**config.mk**
```make
export PLATFORM = sky130hd
export DESIGN_NAME = mac_accum
export DESIGN_NICKNAME = d
export VERILOG_FILES = /design/src/rtl/mac_accum.sv
export SDC_FILE = /design/constraint.sdc
export NUM_CORES = 1
export LEC_CHECK = 0
export ABC_CLOCK_PERIOD_IN_PS = 4050
export CAP_MARGIN = 5
export CORE_MARGIN = 2
export CORE_UTILIZATION = 51
export CTS_CLUSTER_SIZE = 12
export DETAILED_ROUTE_END_ITERATION = 8
export PLACE_DENSITY_LB_ADDON = 0.1
export SYNTH_ARGS = -nofsm -noshare
export SYNTH_HDL_FRONTEND = slang
export SYNTH_SLANG_ARGS = --single-unit
```
**constraint.sdc**
```tcl
create_clock -name clk -period 4.05 [get_ports clk]
set_input_delay 1.215 -clock clk [delete_from_list [all_inputs] [get_ports clk]]
set_output_delay 1.215 -clock clk [all_outputs]
set_load 0.02 [all_outputs]
```
**src/rtl/mac_accum.sv**
```systemverilog
// mac_accum: signed int8 dot-product accumulator with a requantizing output.
//
// A vector starts when start is seen in IDLE. The accumulator is loaded with
// bias, then VEC_LEN (act_in * wgt_in) terms are accepted while in ACCUM.
// Each accepted product is registered and added to the accumulator one
// cycle later. When the last product has been added, the sum is requantized
// with a round-half-up arithmetic right shift by SHIFT, saturated to
// WIDTH_OUT bits, and presented on data_out with a one-cycle valid_out pulse.
//
// Ports:
//   clk        rising-edge clock
//   rst_n      asynchronous active-low reset, synchronous release
//   start      begin a new vector (sampled only in IDLE)
//   bias       signed WIDTH_ACC, loaded into the accumulator on start
//   valid_in   act_in/wgt_in carry a term this cycle
//   act_in     signed WIDTH_IN activation
//   wgt_in     signed WIDTH_IN weight
//   ready_in   terms are accepted this cycle (ACCUM only)
//   busy       high in every state except IDLE
//   data_out   signed WIDTH_OUT requantized result, held until the next one
//   valid_out  one-cycle pulse marking a new data_out
module mac_accum #(
  parameter int WIDTH_IN  = 8,
  parameter int WIDTH_ACC = 32,
  parameter int WIDTH_OUT = 16,
  parameter int VEC_LEN   = 16,
  parameter int SHIFT     = 4
) (
  input  logic                        clk,
  input  logic                        rst_n,
  input  logic                        start,
  input  logic signed [WIDTH_ACC-1:0] bias,
  input  logic                        valid_in,
  input  logic signed [WIDTH_IN-1:0]  act_in,
  input  logic signed [WIDTH_IN-1:0]  wgt_in,
  output logic                        ready_in,
  output logic                        busy,
  output logic signed [WIDTH_OUT-1:0] data_out,
  output logic                        valid_out
);

  typedef enum logic [1:0] {
    IDLE  = 2'd0,
    ACCUM = 2'd1,
    DRAIN = 2'd2,
    EMIT  = 2'd3
  } state_t;

  localparam int CNT_W = (VEC_LEN > 1) ? $clog2(VEC_LEN) : 1;
  localparam logic [CNT_W-1:0] LAST_IDX = CNT_W'(VEC_LEN - 1);

  // Rounding constant 2^(SHIFT-1), or zero when there is no shift.
  localparam int RND_SH = (SHIFT > 0) ? SHIFT - 1 : 0;
  localparam logic signed [WIDTH_ACC:0] ROUND_C =
    (SHIFT > 0) ? ((WIDTH_ACC+1)'(1) << RND_SH) : '0;

  // Saturation bounds expressed in the WIDTH_ACC+1 requantization width.
  localparam logic signed [WIDTH_ACC:0] OUT_MAX =
    {{(WIDTH_ACC+2-WIDTH_OUT){1'b0}}, {(WIDTH_OUT-1){1'b1}}};
  localparam logic signed [WIDTH_ACC:0] OUT_MIN = ~OUT_MAX;

  state_t                       state_reg, state_next;
  logic [CNT_W-1:0]             cnt_reg;
  logic signed [WIDTH_ACC-1:0]  acc_reg;
  logic signed [WIDTH_ACC-1:0]  prod_reg;
  logic                         prod_v_reg;

  logic                         accept;
  logic                         last_term;
  logic signed [2*WIDTH_IN-1:0] prod_full;
  logic signed [WIDTH_ACC:0]    rounded;
  logic signed [WIDTH_ACC:0]    shifted;
  logic signed [WIDTH_OUT-1:0]  sat_val;

  assign accept    = (state_reg == ACCUM) && valid_in;
  assign last_term = accept && (cnt_reg == LAST_IDX);
  assign prod_full = act_in * wgt_in;

  // Next-state and state-decoded outputs.
  always_comb begin
    state_next = state_reg;
    ready_in   = 1'b0;
    busy       = 1'b1;
    case (state_reg)
      IDLE: begin
        busy = 1'b0;
        if (start) state_next = ACCUM;
      end
      ACCUM: begin
        ready_in = 1'b1;
        if (last_term) state_next = DRAIN;
      end
      DRAIN:   state_next = EMIT;
      EMIT:    state_next = IDLE;
      default: state_next = IDLE;
    endcase
  end

  // Requantization: sign-extend by one bit so the rounding add cannot wrap,
  // then floor-shift and clamp into the output range.
  assign rounded = {acc_reg[WIDTH_ACC-1], acc_reg} + ROUND_C;
  assign shifted = rounded >>> SHIFT;

  always_comb begin
    if (shifted > OUT_MAX)
      sat_val = {1'b0, {(WIDTH_OUT-1){1'b1}}};
    else if (shifted < OUT_MIN)
      sat_val = {1'b1, {(WIDTH_OUT-1){1'b0}}};
    else
      sat_val = shifted[WIDTH_OUT-1:0];
  end

  always_ff @(posedge clk or negedge rst_n) begin
    if (!rst_n) begin
      state_reg  <= IDLE;
      cnt_reg    <= '0;
      acc_reg    <= '0;
      prod_reg   <= '0;
      prod_v_reg <= 1'b0;
      data_out   <= '0;
      valid_out  <= 1'b0;
    end else begin
      state_reg  <= state_next;
      prod_v_reg <= accept;
      valid_out  <= (state_reg == EMIT);

      if (accept) begin
        prod_reg <= WIDTH_ACC'(prod_full);
        cnt_reg  <= cnt_reg + CNT_W'(1);
      end

      // A start load and a pending product never coincide: the last product
      // is added in DRAIN, two cycles before the block can be back in IDLE.
      if ((state_reg == IDLE) && start) begin
        acc_reg <= bias;
        cnt_reg <= '0;
      end else if (prod_v_reg) begin
        acc_reg <= acc_reg + prod_reg;
      end

      if (state_reg == EMIT) data_out <= sat_val;
    end
  end

endmodule
```
# Yosys cells after proc, flatten, opt, wreduce, memory -nomap -nowiden
# Cells that the tools add are included.
# totals
out_inout_bits	19
n_memories	0
latchBits	0
wordCells	37
in_bits	52
reg_bits	72
mem_bits_ro	0
mem_bits_rw	0
# classes
eq_ne	6
shift	0
n_mul	1
n_mux	11
div_mod_pow	0
n_addsub	3
n_reduce_logical	7
bitwise	0
n_lt_le_gt_ge	2
# ops
op	count
$mux 32	2
$add 32x5->33 const B	1
$add 32x16->32	1
$mux 16	2
$gt 29x16->1 const B	1
$lt 29x16->1 const B	1
$mul 8x8->16	1
$mux 4	2
$pmux 2 s4	1
$add 4x1->4 const B	1
$eq 2x2->1 const B	2
$eq 4x4->1 const B	1
$mux 2	2
$ne 2x2->1 const B	2
$reduce_bool 2->1	2
$logic_and 1x1->1	3
$eq 2x1->1 const B	1
$logic_not 2->1	1
$mux 1	2
$reduce_and 2->1	1

# Logic depth before layout (Yosys ltp)
# logic_depth
ltp_word	5
mapped_depth	19
ltp_nobuf	19

# Least setup slack after synthesis
# Ideal clock, no wire load.
# synth_timing
path_type	input -> register
from	in act_in[7]
to	reg, netlist name prod_reg[15]
path_buffers	0
path_stages	16
required_ps	3914
path_slack_ps	-1128
t_arrival_ps	5042
setup_ps	136
path_cell_list	and2_1 > fa_1 > inv_1 > fa_1 > inv_1 > fa_1 > inv_1 > fa_1 > inv_1 > ha_1 > and3_1 > a21oi_1 > o21ai_0 > o41ai_1 > xnor2_1 > o21ai_0
# synth_between
elab_chain_len	1
# synth_lines
item	line	source
start, declared	34	input logic signed [WIDTH_IN-1:0] act_in,
$mul 8x8->16	77	assign prod_full = act_in * wgt_in;
# No other way between the ends.
# A chain may end at the register's enable or synchronous reset.

# Final worst setup path
# layout_timing
from	in wgt_in[5]
to	reg, netlist name prod_reg[15]
# layout_between
elab_chain_len	1
# layout_lines
item	line	source
start, declared	35	input logic signed [WIDTH_IN-1:0] wgt_in,
$mul 8x8->16	77	
# No other way between the ends.

==> impl_metrics.toml <==
[logic_synthesis]
async_flop_share_pct = 100
synth_top_flop_cell = "dfrtp_1"
yosysTopAreaCell = "dfrtp_1"
synth_top_area_share_pct = 23.6
syn_avg_cell_area_sq_um = 8.54
synth_area_sq_um = 7650
ys_seq_elements = 72
synthCells = 896
synth_edf_count = 0
ys_types = 63
yosys-top-cells-area = "dfrtp_1 (24%), fa_1 (15%), ha_1 (11%)"
synth_nets = 1071
yosys_warnings = 0
yosysSeqAreaShare_pct = 23.6

[clock_network]
clockBufferDepth = 2
cts_hold_buf = 0
clockRootBuffer = "clkbuf_16"
htreeDepth = 3
cts_tree = "yes"
cts_sinks = 72
clock_latency_ns = 0.34
clkSlewWorstSetupHoldPaths_ns = 0.06
numCtsBuffers = 9

[routing]
drt_wl_total_microns = 17200
vias_per_cell = 5.33
drc_errors = 0
ant_nets = 0
vias = 6366
first_pass_iters = 7
wl_per_cell_microns = 14.4
drtIter0Drc = 300

[power]
peakVddDrop_mv = 0.277
p_leak_nw = 4.32
powerDensity_nw_per_um2 = 768

[sta]
fin_ws_ns = -0.682
slew_headroom_pct = 38.4
rsz0062_at_grt = "yes"
min_period_over_period_pct = 117
setup_viol = 8
maxSlewViolCount = 0
max_freq_mhz = 211
clock_skew_ns = 0.00708
tns_ns = -4.61
min_period_ns = 4.73
worst_pin_slew_ns = 0.923
hold_viol_final = 0

[global_route]
grt_max_degree = 73
use_met2_pct = 38.1
grt_util_met1_pct = 30.5
track_usage_pct = 22.5
antenna_found_initial = 0
busiest_layer = "met2"
grt_pass1_vias = 6398
grt_pass1_wl_microns = 29800
gr-usage-met3_pct = 2.15
overflow = 0

[final_layout]
fin_util_pct = 65.0
areaGrowthSynthToFinish_pct = 23.9
largest_register_ff_count = 32
drive_above_1_share_pct = 16.4
layout.nets = 1183
n_antenna_cell = 0

[floorplanning]
initial_core_util_pct = 52.4
io_pins = 71
die_w_microns = 126
core_sq_um = 14600
die-area_sq_um = 16000
die_h_microns = 126
rows = 44

[worst_setup_path]
critPathMaxFanout = 4
worstPathArrival_ns = 4.94
cp-start-kind = "input pin"
required_ns = 4.26
path_class = "input pin to flip-flop"
endpoint_kind = "flip-flop"

[status]
violations = "setup timing"
outcome = "complete, but fails checks"

[place]
gp_congestion = 0.899
port_buffers = 70
dp.final_hpwl_microns = 13300
pre_cts_slack_ns = -1.63

[worst_hold_path]
worstHoldPathType = "flip-flop to flip-flop"

[run]
max_cap_viol_count = 0
cells in the final DEF (no fill, tap or decap), types with 17 or more instances in the layout:
| master | Yosys | final |
|---|---|---|
| clkdlybuf4s50_1 | 0 | 53 |
| a21o_1 | 17 | 17 |
| buf_6 | 1 | 17 |
| nand2_1 | 108 | 104 |
| dfrtp_1 | 72 | 72 |
| mux2i_1 | 20 | 20 |
| xnor2_1 | 38 | 36 |
| xor2_1 | 17 | 17 |
| and2_1 | 42 | 28 |
| o21ai_0 | 51 | 42 |
| nor2_1 | 54 | 54 |
| inv_1 | 101 | 88 |
| buf_4 | 1 | 53 |
| fa_1 | 56 | 52 |
| nand3_1 | 20 | 20 |
| ha_1 | 67 | 55 |
| a21oi_1 | 64 | 59 |
stage by stage:
stage                     area, sq um  hold slack [ns]  total power [mW]  std cells
final                            9480            0.488              7.28       1195
after global routing             9480            0.529              8.06       1195
after detailed placement         8890            0.480              6.27       1170
after CTS                        9340            0.494              7.19       1194
after floorplan                  7720            0.443              5.02        896
after global placement           8890            0.474              6.18       1170
worst max-delay path: stages:
cell	delay [ns]
buf_6	0.11
buf_6	0.11
and2_4	0.15
fa_1	0.51
inv_2	0.04
fa_1	0.56
inv_2	0.04
fa_1	0.47
inv_1	0.05
fa_1	0.51
inv_2	0.05
ha_4	0.23
and3_4	0.17
a21oi_2	0.11
o21ai_2	0.08
o41ai_2	0.30
xnor2_1	0.16
o21ai_1	0.09
cell type report:
type,instances,area (sq um)
multi-input cells,696,5620
fillers,1269,5110
flip-flops and latches,72,1800
repair buffers,128,1170
inverters,101,379
clock buffers,10,239
well taps,184,230
clock inverters,4,31.3
worst paths after layout:
kind,depth (start not counted),end,slack (ns),start
hold / removal,2,prod_reg[0],0.49,prod_reg[0]
min in group asynchronous,1,acc_reg[31],1.02,rst_n
hold reg to reg,2,prod_reg[0],0.49,prod_reg[0]
max in group asynchronous,1,acc_reg[2],2.43,rst_n
setup / recovery,18,prod_reg[15],-0.68,wgt_in[5]
setup reg to reg,10,acc_reg[25],0.96,acc_reg[5]
cell usage after synthesis (2+ instances only):
| cell type | number |
|---|---|
| o21ai_1 | 3 |
| xor2_1 | 17 |
| and3_1 | 15 |
| and2_1 | 42 |
| clkbuf_1 | 23 |
| nor2_1 | 54 |
| o21ai_0 | 51 |
| mux2i_1 | 20 |
| ha_1 | 67 |
| a21o_1 | 17 |
| o31a_1 | 3 |
| xnor2_1 | 38 |
| o21a_1 | 5 |
| dfrtp_1 | 72 |
| nor4_1 | 3 |
| buf_1 | 2 |
| fa_1 | 56 |
| nor3_1 | 11 |
| o41ai_1 | 2 |
| and4_1 | 3 |
| nand3b_1 | 2 |
| or3_1 | 5 |
| nand4_1 | 10 |
| nor2b_1 | 9 |
| a21oi_1 | 64 |
| mux2_2 | 3 |
| nor3b_1 | 3 |
| inv_1 | 101 |
| o211ai_1 | 2 |
| nand3_1 | 20 |
| or2_2 | 2 |
| o21bai_1 | 12 |
| a221oi_1 | 2 |
| a31oi_1 | 7 |
| nand2b_1 | 4 |
| o2111ai_1 | 2 |
| o31ai_1 | 7 |
| nand2_1 | 108 |
| a211oi_1 | 4 |
| a31o_2 | 2 |
where the power goes:
group          switching, mW  internal (mW)  leakage [nW]
clock                  0.306          0.426         0.123
combinational           2.66           2.42          3.34
sequential             0.390           1.07         0.862
cells by family (layout without fill, tap and decap cells):
group | count (synthesis) | in the layout | synth area share [%]
AND/OR/NAND/NOR | 301 | 301 | 19.3
AO/OA/AOI/OAI | 194 | 194 | 15.7
buffers and inverters | 128 | 243 | 6.43
adder cells (fa/ha/maj) | 123 | 123 | 25.6
flip-flops | 72 | 72 | 23.6
XOR/XNOR | 55 | 55 | 6.30
multiplexers | 23 | 23 | 3.06
routing by layer:
metal | routed length, microns | vias up | share of wire [%]
li1 | - | 3267 | -
met1 | 7970 | 2976 | 46
met2 | 8340 | 104 | 49
met3 | 581 | 19 | 3.4
met4 | 274 | 0 | 1.6
met5 | 0 | - | 0
repair_timing:
item                       CTS  global route
gates cloned                 0             0
pin swaps                   37            46
setup endpoints to repair   11            10
gates resized for setup    111            45
buffers inserted            10             1
Power figures use the tool's default switching activity.
